<file path="config.mk">
export PLATFORM = sky130hd
export DESIGN_NAME = multicycle_ctrl_flat
export DESIGN_NICKNAME = d
export VERILOG_FILES = /design/src/rtl/rv_ctrl_pkg.sv /design/src/rtl/multicycle_ctrl_if.sv /design/src/rtl/alu_decode.sv /design/src/rtl/multicycle_ctrl.sv /design/src/flat_wrapper.sv
export SDC_FILE = /design/constraint.sdc
export NUM_CORES = 1
export LEC_CHECK = 0
export ABC_AREA = 1
export CAP_MARGIN = 20
export CORE_AREA = 10 10 66 68
export DETAILED_ROUTE_END_ITERATION = 6
export DIE_AREA = 0 0 76 78
export PLACE_DENSITY = 0.76
export SYNTH_ARGS = -nofsm -noshare
export SYNTH_HDL_FRONTEND = slang
export SYNTH_SLANG_ARGS = --single-unit
</file>
<file path="constraint.sdc">
create_clock -name clk -period 1.8 [get_ports clk]
set_clock_uncertainty 0.15 [all_clocks]
set_input_delay 0.27 -clock clk [delete_from_list [all_inputs] [get_ports clk]]
set_output_delay 0.27 -clock clk [all_outputs]
set_load 0.01 [all_outputs]
</file>
<file path="src/rtl/rv_ctrl_pkg.sv">
// Shared encodings for the RV64-subset multi-cycle controller and its ALU.
package rv_ctrl_pkg;

    typedef enum logic [2:0] {
        S_FETCH  = 3'd0,
        S_DECODE = 3'd1,
        S_EXEC   = 3'd2,
        S_MEM    = 3'd3,
        S_WB     = 3'd4,
        S_TRAP   = 3'd5
    } state_e;

    typedef enum logic [3:0] {
        ALU_ADD = 4'd0,
        ALU_SUB = 4'd1,
        ALU_AND = 4'd2,
        ALU_OR  = 4'd3,
        ALU_XOR = 4'd4,
        ALU_SLL = 4'd5,
        ALU_SRL = 4'd6,
        ALU_SRA = 4'd7
    } alu_op_e;

    typedef enum logic [1:0] {
        CAUSE_NONE    = 2'd0,
        CAUSE_ILLEGAL = 2'd1,
        CAUSE_BUS     = 2'd2
    } cause_e;

    localparam logic [6:0] OP_R   = 7'b0110011;
    localparam logic [6:0] OP_IMM = 7'b0010011;
    localparam logic [6:0] OP_LD  = 7'b0000011;
    localparam logic [6:0] OP_ST  = 7'b0100011;
    localparam logic [6:0] OP_BR  = 7'b1100011;

    function automatic logic is_known_op(input logic [6:0] op);
        return op inside {OP_R, OP_IMM, OP_LD, OP_ST, OP_BR};
    endfunction

endpackage

</file>
<file path="src/rtl/multicycle_ctrl_if.sv">
// Shared memory-port handshake between the controller and the memory.
interface multicycle_ctrl_if;
    logic mem_req;
    logic mem_we;
    logic iord;
    logic mem_ready;

    modport master (output mem_req, output mem_we, output iord, input mem_ready);
    modport slave  (input mem_req, input mem_we, input iord, output mem_ready);
endinterface

</file>
<file path="src/rtl/alu_decode.sv">
// Combinational ALU-op decode from opcode/funct3/funct7[5]; flags unsupported encodings.
module alu_decode
    import rv_ctrl_pkg::*;
(
    input  logic [6:0] opcode,
    input  logic [2:0] funct3,
    input  logic       funct7b5,
    output alu_op_e    alu_ctrl,
    output logic       legal
);

    always_comb begin
        alu_ctrl = ALU_ADD;
        legal    = 1'b0;
        case (opcode)
            OP_R: begin
                legal = 1'b1;
                case ({funct7b5, funct3})
                    4'b0000: alu_ctrl = ALU_ADD;
                    4'b1000: alu_ctrl = ALU_SUB;
                    4'b0111: alu_ctrl = ALU_AND;
                    4'b0110: alu_ctrl = ALU_OR;
                    4'b0100: alu_ctrl = ALU_XOR;
                    4'b0001: alu_ctrl = ALU_SLL;
                    4'b0101: alu_ctrl = ALU_SRL;
                    4'b1101: alu_ctrl = ALU_SRA;
                    default: legal = 1'b0;
                endcase
            end
            OP_IMM: begin
                legal = 1'b1;
                case (funct3)
                    3'b000:  alu_ctrl = ALU_ADD;
                    3'b111:  alu_ctrl = ALU_AND;
                    3'b110:  alu_ctrl = ALU_OR;
                    3'b100:  alu_ctrl = ALU_XOR;
                    3'b001:  alu_ctrl = ALU_SLL;
                    3'b101:  alu_ctrl = funct7b5 ? ALU_SRA : ALU_SRL;
                    default: legal = 1'b0;
                endcase
            end
            OP_LD, OP_ST: legal = 1'b1;
            OP_BR: begin
                alu_ctrl = ALU_SUB;
                legal    = 1'b1;
            end
            default: legal = 1'b0;
        endcase
    end

endmodule

</file>
<file path="src/rtl/multicycle_ctrl.sv">
// Multi-cycle main controller: fetch/decode/execute/memory/writeback over one memory port,
// with a bus-timeout watchdog and a sticky trap.
module multicycle_ctrl
    import rv_ctrl_pkg::*;
#(
    parameter int unsigned MAX_WAIT = 255,
    parameter int unsigned WAIT_W   = 8
) (
    input  logic                clk,
    input  logic                rst,
    multicycle_ctrl_if.master   bus,
    input  logic [31:0]         instr,
    input  logic                alu_zero,
    output logic                ir_we,
    output logic                pc_we,
    output logic                pc_src,
    output logic                alu_src_b,
    output logic [3:0]          alu_ctrl,
    output logic                reg_we,
    output logic                wb_sel,
    output logic                trap,
    output logic [1:0]          trap_cause,
    output logic [2:0]          state_o
);

    state_e            state, state_nx;
    cause_e            cause_q, cause_nx;
    logic [WAIT_W-1:0] wait_cnt;
    logic [6:0]        opcode;
    alu_op_e           dec_op;
    logic              dec_legal;
    logic              r_funct7_bad;
    logic              timeout;
    logic              req, we, addr_sel, irwe, pcwe, pcsrc, srcb, regwe, wbsel;
    alu_op_e           alu;
    logic              unused_instr;

    assign opcode       = instr[6:0];
    assign unused_instr = ^{instr[24:15], instr[11:7]};
    // The ALU decode only sees funct7[5]; every other funct7 bit must be zero for R-type.
    assign r_funct7_bad = (opcode == OP_R) && ((instr[31:25] & 7'b1011111) != '0);
    assign timeout      = !bus.mem_ready && (wait_cnt == WAIT_W'(MAX_WAIT - 1));

    alu_decode u_alu_decode (
        .opcode   (opcode),
        .funct3   (instr[14:12]),
        .funct7b5 (instr[30]),
        .alu_ctrl (dec_op),
        .legal    (dec_legal)
    );

    always_ff @(posedge clk) begin
        if (rst) begin
            state    <= S_FETCH;
            cause_q  <= CAUSE_NONE;
            wait_cnt <= '0;
        end else begin
            state   <= state_nx;
            cause_q <= cause_nx;
            if (state_nx != state)
                wait_cnt <= '0;
            else if ((state == S_FETCH || state == S_MEM) && !bus.mem_ready)
                wait_cnt <= wait_cnt + 1'b1;
        end
    end

    always_comb begin
        state_nx = state;
        cause_nx = cause_q;
        req      = 1'b0;
        we       = 1'b0;
        addr_sel = 1'b0;
        irwe     = 1'b0;
        pcwe     = 1'b0;
        pcsrc    = 1'b0;
        srcb     = 1'b0;
        alu      = ALU_ADD;
        regwe    = 1'b0;
        wbsel    = 1'b0;
        case (state)
            S_FETCH: begin
                req = 1'b1;
                if (bus.mem_ready) begin
                    irwe     = 1'b1;
                    pcwe     = 1'b1;
                    state_nx = S_DECODE;
                end else if (timeout) begin
                    state_nx = S_TRAP;
                    cause_nx = CAUSE_BUS;
                end
            end
            S_DECODE: begin
                if (is_known_op(opcode)) begin
                    state_nx = S_EXEC;
                end else begin
                    state_nx = S_TRAP;
                    cause_nx = CAUSE_ILLEGAL;
                end
            end
            S_EXEC: begin
                alu  = dec_op;
                srcb = opcode inside {OP_IMM, OP_LD, OP_ST};
                if (!dec_legal || r_funct7_bad) begin
                    state_nx = S_TRAP;
                    cause_nx = CAUSE_ILLEGAL;
                end else begin
                    case (opcode)
                        OP_LD, OP_ST: state_nx = S_MEM;
                        OP_BR: begin
                            pcwe     = alu_zero;
                            pcsrc    = 1'b1;
                            state_nx = S_FETCH;
                        end
                        default: state_nx = S_WB;
                    endcase
                end
            end
            S_MEM: begin
                req      = 1'b1;
                addr_sel = 1'b1;
                we       = (opcode == OP_ST);
                if (bus.mem_ready) begin
                    state_nx = (opcode == OP_ST) ? S_FETCH : S_WB;
                end else if (timeout) begin
                    state_nx = S_TRAP;
                    cause_nx = CAUSE_BUS;
                end
            end
            S_WB: begin
                regwe    = 1'b1;
                wbsel    = (opcode == OP_LD);
                state_nx = S_FETCH;
            end
            S_TRAP:  state_nx = S_TRAP;
            default: state_nx = S_FETCH;
        endcase
    end

    // Every output is held low while reset is asserted, regardless of the registered state.
    assign bus.mem_req = req & ~rst;
    assign bus.mem_we  = we & ~rst;
    assign bus.iord    = addr_sel & ~rst;
    assign ir_we       = irwe & ~rst;
    assign pc_we       = pcwe & ~rst;
    assign pc_src      = pcsrc & ~rst;
    assign alu_src_b   = srcb & ~rst;
    assign alu_ctrl    = rst ? '0 : alu;
    assign reg_we      = regwe & ~rst;
    assign wb_sel      = wbsel & ~rst;
    assign trap        = (state == S_TRAP) & ~rst;
    assign trap_cause  = rst ? '0 : cause_q;
    assign state_o     = rst ? '0 : state;

endmodule

</file>
<file path="src/flat_wrapper.sv">
// flat-port wrapper written by rule: the top's interface ports become plain ports
module multicycle_ctrl_flat import rv_ctrl_pkg::*;
#(
    parameter int unsigned MAX_WAIT = 255,
    parameter int unsigned WAIT_W   = 8
)
  (clk, rst, instr, alu_zero, ir_we, pc_we, pc_src, alu_src_b, alu_ctrl, reg_we, wb_sel, trap, trap_cause, state_o, bus_mem_req, bus_mem_we, bus_iord, bus_mem_ready);
  multicycle_ctrl_if bus_i ();
  input  logic clk;
  input  logic rst;
  input  logic [31:0] instr;
  input  logic alu_zero;
  output logic ir_we;
  output logic pc_we;
  output logic pc_src;
  output logic alu_src_b;
  output logic [3:0] alu_ctrl;
  output logic reg_we;
  output logic wb_sel;
  output logic trap;
  output logic [1:0] trap_cause;
  output logic [2:0] state_o;
  output wire logic [$bits(bus_i.mem_req)-1:0] bus_mem_req;
  output wire logic [$bits(bus_i.mem_we)-1:0] bus_mem_we;
  output wire logic [$bits(bus_i.iord)-1:0] bus_iord;
  input wire logic [$bits(bus_i.mem_ready)-1:0] bus_mem_ready;
  assign bus_mem_req = bus_i.mem_req;
  assign bus_mem_we = bus_i.mem_we;
  assign bus_iord = bus_i.iord;
  assign bus_i.mem_ready = bus_mem_ready;
  multicycle_ctrl #(.MAX_WAIT(MAX_WAIT), .WAIT_W(WAIT_W)) u_core (.clk(clk), .rst(rst), .bus(bus_i), .instr(instr), .alu_zero(alu_zero), .ir_we(ir_we), .pc_we(pc_we), .pc_src(pc_src), .alu_src_b(alu_src_b), .alu_ctrl(alu_ctrl), .reg_we(reg_we), .wb_sel(wb_sel), .trap(trap), .trap_cause(trap_cause), .state_o(state_o));
endmodule
</file>
==> flow_summary.toml, run 1 <==
[yosys]
ys.flop_type = "dfxtp_1"
synthMostInstantiatedCell = "nand2_1"
synth_warnings = 0
ys_seq_elements = 13
synth_cells = 197
synth_edf_count = 0
synth_commonest_cells = "39 x nand2_1, 37 x nor2_1, 28 x inv_1"
avgSynthCellArea_sq_um = 6.10
syn-cell-area_sq_um = 1200
synthesis.nets = 235
yosysSeqAreaShare = 0.216
async_reset_ff_frac = 0
yosysTopAreaCell = "dfxtp_1"
yosysTopAreaCellShare = 0.216
yosysUniqueCellTypes = 39
synth_area_leaders = "dfxtp_1 22%, nand2_1 12%, nor2_1 12%"

[worst_hold_path]
min_path_cells = 2
worstHoldPathType = "register to register"
min_from = "u_core.cause_q[1]$_SDFFE_PP0P_"
min_to = "u_core.cause_q[1]$_SDFFE_PP0P_"

[final_layout]
fin_cells = 343
drive_above_1_share = 0.566
diodes = 0
synthToLayoutAreaGrowth_pct = 92.8
filler_cell_count = 232
stdcell_area_sq_um = 2320
nNetsFinal = 336

[detailed_routing]
via_per_inst = 5.13
dr.pass1.iters = 6
routed_wl_mm = 5.13
wl_per_cell_um = 15.0
drc_errors = 0
postRouteAntennaNets = 0
vias = 1759
dr.first_iter.drc_count = 111

[timing]
tightest_slew_ns = 0.561
fmax_mhz = 534
fin_crit_sh = 1.04
finalHoldViolations = 0
setup_viol = 15
slew_viol_final = 0
slew_headroom = 0.622
finalWorstSetupSlack_ns = -0.0731
setup_tns_ns = -0.651
rsz0062_at_grt = "true"
fin_crit_ns = 1.87

[clock_tree]
clock_sinks = 13
clk_path_buf_depth = 2
clkTransAtPathRegs_ns = 0.09
tritoncts = "yes"
clock_latency_ns = 0.28
htreeDepth = 1
cts-buffers-inserted = 3
root_buffer = "clkbuf_4"

[die]
die_y_um = 78
fp-row-count = 21
die-area_sq_um = 5930
initial_utilization = 0.378
core-area_sq_um = 3180
die-width_um = 76
io_pins = 55

[global_route]
globalRoute.totalOverflow = 0
grt_pass1_vias = 1757
grt_max_degree = 18
grt_pass1_wl_mm = 7.57
antenna_found_initial = 0
grt_usage = 0.149

[placement]
place_ws_ns = -0.858
hpwlAfterDp_mm = 3.37
dp.cells = 326
gp_congestion = 0.894
port_buffers = 38
dpl_cell_area_sq_um = 1990

[worst_setup_path]
crit_chain = "inv_2 > nand2_1 > nor2_4 > buf_6 > inv_1 > nor3_2 > buf_2"
cpPeakStageDelay_ns = 0.34
cpMaxStageDelayCell = "dfxtp_2"
reg2reg_from = "u_core.state[0]$_SDFF_PP0_"
cp.arrival_ns = 1.45
critPathKind = "register to output pin"
path_max_fanout = 4
r2r-end = "u_core.wait_cnt[2]$_SDFFE_PP0P_"
reg2reg_depth = 11
cp_top_family = "buffers and inverters"
required_ns = 1.38
cp.buffers_inverters = 4
reg2reg_slack_ns = -0.06
setup.worst_path.end_class = "output pin"
start_kind = "register"

[pwr]
swShare = 0.417
combPwrFrac = 0.563
p_seq_frac = 0.276
p_int_uw = 699
peakVddDrop_mv = 0.285
clkPwrFrac = 0.161
cellPowerDensity_nw_per_um2 = 517
p_leak_nw = 1.12
p_total_mw = 1.20
p_sw_uw = 499

[status]
outcome = "finished with violations"
violations = "negative setup slack"

[flow_run]
drv_cap = 0
==> worst max-delay path by stage <==
stage | from | endpoint | slack (ns) | depth (start not counted)
2_1_floorplan | u_core.state[1]$_SDFF_PP0_ | alu_ctrl[1] | 0.04 | 4
3_3_place_gp | instr[5] | alu_ctrl[1] | -0.85 | 8
3_5_place_dp | instr[1] | alu_ctrl[1] | -0.86 | 8
4_1_cts | instr[6] | alu_ctrl[1] | -0.04 | 7
5_1_grt | u_core.state[0]$_SDFF_PP0_ | u_core.wait_cnt[2]$_SDFFE_PP0P_ | -0.21 | 10
6_report | u_core.state[2]$_SDFF_PP0_ | alu_src_b | -0.07 | 7
==> worst reg2reg max path: stages, from the launching register on <==
cell and delay [ns]:
dfxtp_2 0.34, buf_6 0.13, inv_2 0.07, nor2_1 0.06, buf_4 0.16, a22oi_2 0.14
nand2_1 0.10, nor2_2 0.16, nand2_1 0.08, nand2_2 0.08, nand4_4 0.18, nor2_2 0.15
==> placed cells by master (no fill, tap or decap), types with 7 or more instances in the layout <==
| cell | instances |
|---|---|
| buf_6 | 12 |
| dlygate4sd2_1 | 10 |
| nand3_2 | 7 |
| nand3_1 | 11 |
| nand2_2 | 9 |
| nor2_1 | 19 |
| nor2_2 | 15 |
| inv_1 | 17 |
| dfxtp_1 | 9 |
| buf_4 | 52 |
| inv_2 | 10 |
| nand2_1 | 29 |
| buf_2 | 18 |
==> registers in the layout, indices dropped and copies added (netlist names) <==
name / flops
u_core.state: 3
u_core.cause_q: 2
u_core.wait_cnt: 8
==> cell type report <==
type	instances	area, sq um	share of cell area
multi-input combinational	150	1060	0.459
timing repair buffer	100	786	0.339
sequential	13	265	0.114
inverter	30	120	0.0518
tap	46	57.6	0.0248
clock buffer	4	26.3	0.0113
==> per-layer routing <==
metal	routed length [um]	up-vias	track usage	share of wire
met5	0	-	0	0
met4	144	0	0.0587	0.028
met2	2870	61	0.290	0.56
li1	-	835	-	-
met3	213	19	0.0184	0.042
met1	1900	844	0.157	0.37
==> power by group through the flow <==
stage	Sequential [mW]	Clock (mW)	Combinational, mW
after floorplan	0.335	0	0.263
after global placement	0.328	0	0.528
after detailed placement	0.330	0	0.538
after CTS	0.330	0.193	0.558
after global routing	0.331	0.210	0.728
final	0.330	0.193	0.675
==> logic make-up after synthesis <==
| family | after synthesis | synth area share |
|---|---|---|
| XOR/XNOR | 7 | 0.0510 |
| AO/OA/AOI/OAI | 23 | 0.121 |
| adder cells (fa/ha/maj) | 2 | 0.0208 |
| buffers and inverters | 34 | 0.114 |
| other | 1 | 0.00312 |
| AND/OR/NAND/NOR | 117 | 0.473 |
| flip-flops | 13 | 0.216 |
==> repair_timing <==
action / in CTS / in global routing
resized for setup: 150 / 59
hold buffers: 0 / 0
endpoints found under the setup margin: 28 / 27
setup buffers: 10 / 4
pin swaps: 32 / 26
==> stage by stage <==
step           hold slack (ns)  utilization
5_1_grt                  0.350        0.729
3_3_place_gp             0.293        0.625
4_1_cts                  0.325        0.676
6_report                 0.330        0.729
2_1_floorplan            0.278            -
3_5_place_dp             0.311        0.625
Power figures use the tool's default switching activity.
==> run 2: changes to the inputs <==
--- a/config.mk
+++ b/config.mk
@@ -7,10 +7,10 @@
 export LEC_CHECK = 0
 export ABC_AREA = 1
 export CAP_MARGIN = 20
-export CORE_AREA = 10 10 66 68
+export CORE_AREA = 10 10 61 73
 export DETAILED_ROUTE_END_ITERATION = 6
-export DIE_AREA = 0 0 76 78
-export PLACE_DENSITY = 0.76
+export DIE_AREA = 0 0 71 83
+export PLACE_DENSITY = 0.77
 export SYNTH_ARGS = -nofsm -noshare
 export SYNTH_HDL_FRONTEND = slang
 export SYNTH_SLANG_ARGS = --single-unit
==> flow_summary.toml, run 2 (same netlist as run 1, synthesis figures left out) <==
[worst_hold_path]
min_path_cells = 4
min_from = "rst"
min_to = "u_core.cause_q[1]$_SDFFE_PP0P_"
worstHoldPathType = "input port to register"

[detailed_routing]
wl_met1_mm = 2.16
wl_met3_um = 374
dr.first_iter.drc_count = 110
highest_layer = "met4"
vias = 1877
wl_per_cell_um = 18.9
postRouteAntennaNets = 0
via_per_inst = 5.52
routed_wl_mm = 6.44
wl_met2_mm = 3.53
dr.pass1.iters = 7
drc_errors = 2

[worst_setup_path]
reg2reg_slack_ns = -0.07
reg2reg_from = "u_core.state[2]$_SDFF_PP0_"
required_ns = 1.38
crit_chain = "buf_6 > buf_6 > nand3_4 > buf_4 > buf_6 > nor3_2 > buf_2"
r2r-end = "u_core.wait_cnt[6]$_SDFFE_PP0P_"
worst_path_most_repeated_cell = "buf_6"
cp.buffers_inverters = 5
critPathKind = "register to output pin"
path_max_fanout = 3
setup.worst_path.end_class = "output pin"
cp.arrival_ns = 1.54
reg2reg_depth = 10
start_kind = "register"
cpMaxStageDelayCell = "dfxtp_4"
cpPeakStageDelay_ns = 0.38
cp_top_family = "buffers and inverters"

[clock_tree]
tritoncts = "yes"
ctsHoldBuffers = 0
htreeDepth = 1
cts-buffers-inserted = 3
clock_sinks = 13
root_buffer = "clkbuf_4"
clkTransAtPathRegs_ns = 0.09
clock_latency_ns = 0.30
clk_path_buf_depth = 2

[die]
initial_utilization = 0.397
die-area_sq_um = 5890
core-area_sq_um = 3030
io_pins = 55
die-width_um = 71
die_y_um = 83
fp-row-count = 22

[global_route]
globalRoute.totalOverflow = 0
grt_pass1_vias = 1826
grt_max_degree = 12
grt_usage = 0.165
antenna_found_initial = 0
grt_pass1_wl_mm = 8.22

[final_layout]
reg_top3 = "u_core.wait_cnt (8), u_core.state (3), u_core.cause_q (2)"
drive_above_1_share = 0.638
synthToLayoutAreaGrowth_pct = 108
filler_cell_count = 180
largest_register_ffs = 8
largest_register = "u_core.wait_cnt"
fin_util = 0.826
final_common_cell = "buf_4"
fin_cells = 340
nNetsFinal = 343
diodes = 0
final_cell_mix = "56 x buf_4, 21 x nand2_1, 19 x nor2_1, 19 x buf_2"

[placement]
hpwlAfterDp_mm = 3.31
port_buffers = 38
place_ws_ns = -0.855
gp_congestion = 0.889
dp.cells = 317

[timing]
slew_viol_final = 0
finalWorstSetupSlack_ns = -0.163
finalHoldViolations = 0
fin_crit_sh = 1.09
rsz0062_at_grt = "true"
setup_tns_ns = -1.35
fmax_mhz = 509
fin_crit_ns = 1.96
setup_viol = 18

[pwr]
cellPowerDensity_nw_per_um2 = 528
peakVddDrop_mv = 0.480
p_leak_nw = 1.17

[status]
outcome = "finished with violations"
violations = "design-rule violations, negative setup slack"

[flow_run]
drv_cap = 0
[run 2: changes by cell type in the layout (fill, tap and decap cells not counted), moves of 3 or more]
cell / before / now
nand2_1: 29 / 21
buf_4: 52 / 56
nor3_2: 2 / 5
dfxtp_1: 9 / 6
nor2_2: 15 / 11
nor3_1: 3 / 0
nor2_4: 6 / 10
nand2_2: 9 / 15
[run 2: repair_timing]
action / CTS / global route
gates resized for setup: 177 / 61
buffers inserted: 12 / 9
endpoints found under the setup margin: 29 / 29
pin swaps: 33 / 31
[run 2: power breakdown]
| part | total, mW | internal, mW | leakage [nW] | switching (mW) |
|---|---|---|---|---|
| sequential | 0.336 | 0.317 | 0.109 | 0.0196 |
| combinational | 0.783 | 0.363 | 1.05 | 0.420 |
| clock | 0.201 | 0.0832 | 0.0177 | 0.118 |
[run 2: worst register-to-register path, stage by stage (launching register included)]
cell,delay [ns]
dfxtp_2,0.33
buf_4,0.15
nor2_1,0.13
nand2_1,0.13
nand2_2,0.11
inv_4,0.06
nor2_8,0.12
nand3_1,0.15
nand4_1,0.16
nand4_4,0.20
nor2_1,0.14
[run 2: through the flow]
step           hold slack, ns  power (mW)  instance area, sq um
2_1_floorplan           0.278       0.598                  1200
3_3_place_gp            0.292       0.854                  1980
3_5_place_dp            0.296       0.861                  1980
4_1_cts                 0.309        1.18                  2330
5_1_grt                 0.332        1.38                  2500
6_report                0.288        1.32                  2500
[run 2: area by class of cell]
class                           count  area [sq um]  area share
Tap cell                           36          45.0      0.0180
Clock inverter                      1          5.00     0.00200
Inverter                           30           125      0.0500
Multi-Input combinational cell    150          1180       0.471
Timing Repair Buffer              107           856       0.342
Sequential cell                    13           272       0.108
Clock buffer                        3          22.5     0.00900
[run 2: worst max-delay path by stage]
stage / to / slack (ns) / depth (start not counted) / from
finish: bus_mem_we / -0.16 / 7 / u_core.state[0]$_SDFF_PP0_
global route: u_core.wait_cnt[1]$_SDFFE_PP0P_ / -0.19 / 10 / u_core.state[2]$_SDFF_PP0_
CTS: alu_ctrl[1] / -0.08 / 9 / instr[1]
detailed placement: alu_ctrl[1] / -0.85 / 8 / instr[1]
global placement: alu_ctrl[1] / -0.83 / 8 / instr[5]
floorplan: alu_ctrl[1] / 0.04 / 4 / u_core.state[1]$_SDFF_PP0_
[run 2: layer usage]
| metal | track usage | vias up |
|---|---|---|
| met3 | 0.0381 | 36 |
| li1 | - | 855 |
| met4 | 0.0598 | 0 |
| met2 | 0.324 | 112 |
| met1 | 0.157 | 874 |
| met5 | 0 | - |
==> run 3: changes to the inputs <==
--- a/config.mk
+++ b/config.mk
@@ -7,9 +7,9 @@
 export LEC_CHECK = 0
 export ABC_AREA = 1
 export CAP_MARGIN = 20
-export CORE_AREA = 10 10 61 73
+export CORE_AREA = 5 5 56 68
 export DETAILED_ROUTE_END_ITERATION = 6
-export DIE_AREA = 0 0 71 83
+export DIE_AREA = 0 0 61 73
 export PLACE_DENSITY = 0.77
 export SYNTH_ARGS = -nofsm -noshare
 export SYNTH_HDL_FRONTEND = slang
==> flow_summary.toml, run 3 (same netlist as run 1, synthesis figures left out) <==
[die]
core-area_sq_um = 3170
io_pins = 55
initial_utilization = 0.380
die-area_sq_um = 4450
fp-row-count = 23
die-width_um = 61
die_y_um = 73

[detailed_routing]
drc_errors = 0
wl_per_cell_um = 17.5
postRouteAntennaNets = 0
via_per_inst = 5.39
dr.first_iter.drc_count = 135
routed_wl_mm = 6.07
dr.pass1.iters = 4
vias = 1869

[final_layout]
fin_cells = 347
synthToLayoutAreaGrowth_pct = 114
nNetsFinal = 349
fin_util = 0.813
largest_register_ffs = 8
drive_above_1_share = 0.597
largest_register = "u_core.wait_cnt"
filler_cell_count = 174
diodes = 0
final_common_cell = "buf_4"
stdcell_area_sq_um = 2570
reg_top3 = "u_core.wait_cnt (8), u_core.state (3), u_core.cause_q (2)"
final_cell_mix = "61 x buf_4, 25 x nand2_1, 20 x nor2_1, 18 x inv_1, 17 x buf_6"

[timing]
setup_viol = 16
fin_crit_ns = 1.95
setup_tns_ns = -1.67
fmax_mhz = 513
finalHoldViolations = 0
fin_crit_sh = 1.08
finalWorstSetupSlack_ns = -0.149
slew_viol_final = 0
rsz0062_at_grt = "true"

[pwr]
p_seq_frac = 0.241
peakVddDrop_mv = 0.553
cellPowerDensity_nw_per_um2 = 542
p_leak_nw = 1.23
p_int_uw = 831
p_total_mw = 1.39
p_sw_uw = 562
clkPwrFrac = 0.203
swShare = 0.404
combPwrFrac = 0.556

[worst_setup_path]
reg2reg_from = "u_core.state[1]$_SDFF_PP0_"
path_max_fanout = 4
cp.arrival_ns = 1.53
start_kind = "input port"
required_ns = 1.38
critPathKind = "input port to output pin"
setup.worst_path.end_class = "output pin"
crit_path_start = "instr[3]"

[placement]
dp.cells = 316
port_buffers = 38
hpwlAfterDp_mm = 3.09
gp_congestion = 0.902
dpl_cell_area_sq_um = 1970

[global_route]
antenna_found_initial = 0
grt_pass1_wl_mm = 7.85
grt_pass1_vias = 1836
globalRoute.totalOverflow = 0
busiest_layer = "met2"
grtUsageMet1 = 0.233
grtUsageMet2 = 0.429
grt_usage = 0.234
met3_usage = 0.0230
grt_max_degree = 12

[clock_tree]
clk_path_buf_depth = 2
root_buffer = "clkbuf_8"
tritoncts = "yes"
clock_sinks = 13
clkTransAtPathRegs_ns = 0.06
ctsHoldBuffers = 0
htreeDepth = 1
clock_latency_ns = 0.26
cts-buffers-inserted = 3

[worst_hold_path]
worstHoldPathType = "register to register"
min_from = "u_core.cause_q[1]$_SDFFE_PP0P_"

[flow_run]
drv_cap = 0

[status]
violations = "negative setup slack"
outcome = "finished with violations"
run 3: final cells by class:
| cell class | instances | area (sq um) | area share |
|---|---|---|---|
| inverters | 30 | 118 | 0.0457 |
| flip-flops and latches | 13 | 269 | 0.105 |
| repair buffers | 113 | 936 | 0.364 |
| multi-input cells | 150 | 1160 | 0.450 |
| well taps | 37 | 46.3 | 0.0180 |
| clock buffers | 4 | 45.0 | 0.0175 |
run 3: per-stage QoR:
step,hold WS (ns),setup WS (ns)
after floorplan,0.278,0.0444
after global routing,0.350,-0.217
after global placement,0.293,-0.843
final,0.332,-0.149
after CTS,0.319,-0.185
after detailed placement,0.313,-0.870
run 3: power by group through the flow:
stage	Combinational [mW]	Sequential [mW]	Clock, mW
floorplan	0.263	0.335	0
global placement	0.528	0.333	0
detailed placement	0.536	0.335	0
CTS	0.609	0.331	0.272
global route	0.823	0.337	0.300
finish	0.775	0.336	0.283
run 3: timing repair:
item,in CTS,in global routing
hold endpoints to repair,0,0
resized for setup,168,56
pin swaps,30,29
buffers inserted,20,10
setup endpoints to repair,30,30
run 3: worst max-delay path, stage by stage:
cell and delay [ns]:
buf_8 0.10, inv_2 0.04, nand2_2 0.07, nor2_4 0.13
buf_4 0.13, buf_4 0.10, nand4_1 0.10, nand3_2 0.14
nand3_2 0.10, nor3_2 0.18, buf_2 0.17
run 3: final timing paths:
kind	to	depth (start not counted)	slack [ns]
max	pc_src	11	-0.15
min	u_core.cause_q[1]$_SDFFE_PP0P_	2	0.33
max reg2reg	u_core.wait_cnt[1]$_SDFFE_PP0P_	11	-0.08
min reg2reg	u_core.cause_q[1]$_SDFFE_PP0P_	2	0.33
run 3: per-layer routing:
metal | share of wire | wire [um] | vias to the layer above
met1 | 0.34 | 2060 | 866
met5 | 0 | 0 | -
met3 | 0.065 | 396 | 32
met2 | 0.54 | 3280 | 108
li1 | - | - | 863
met4 | 0.056 | 340 | 0
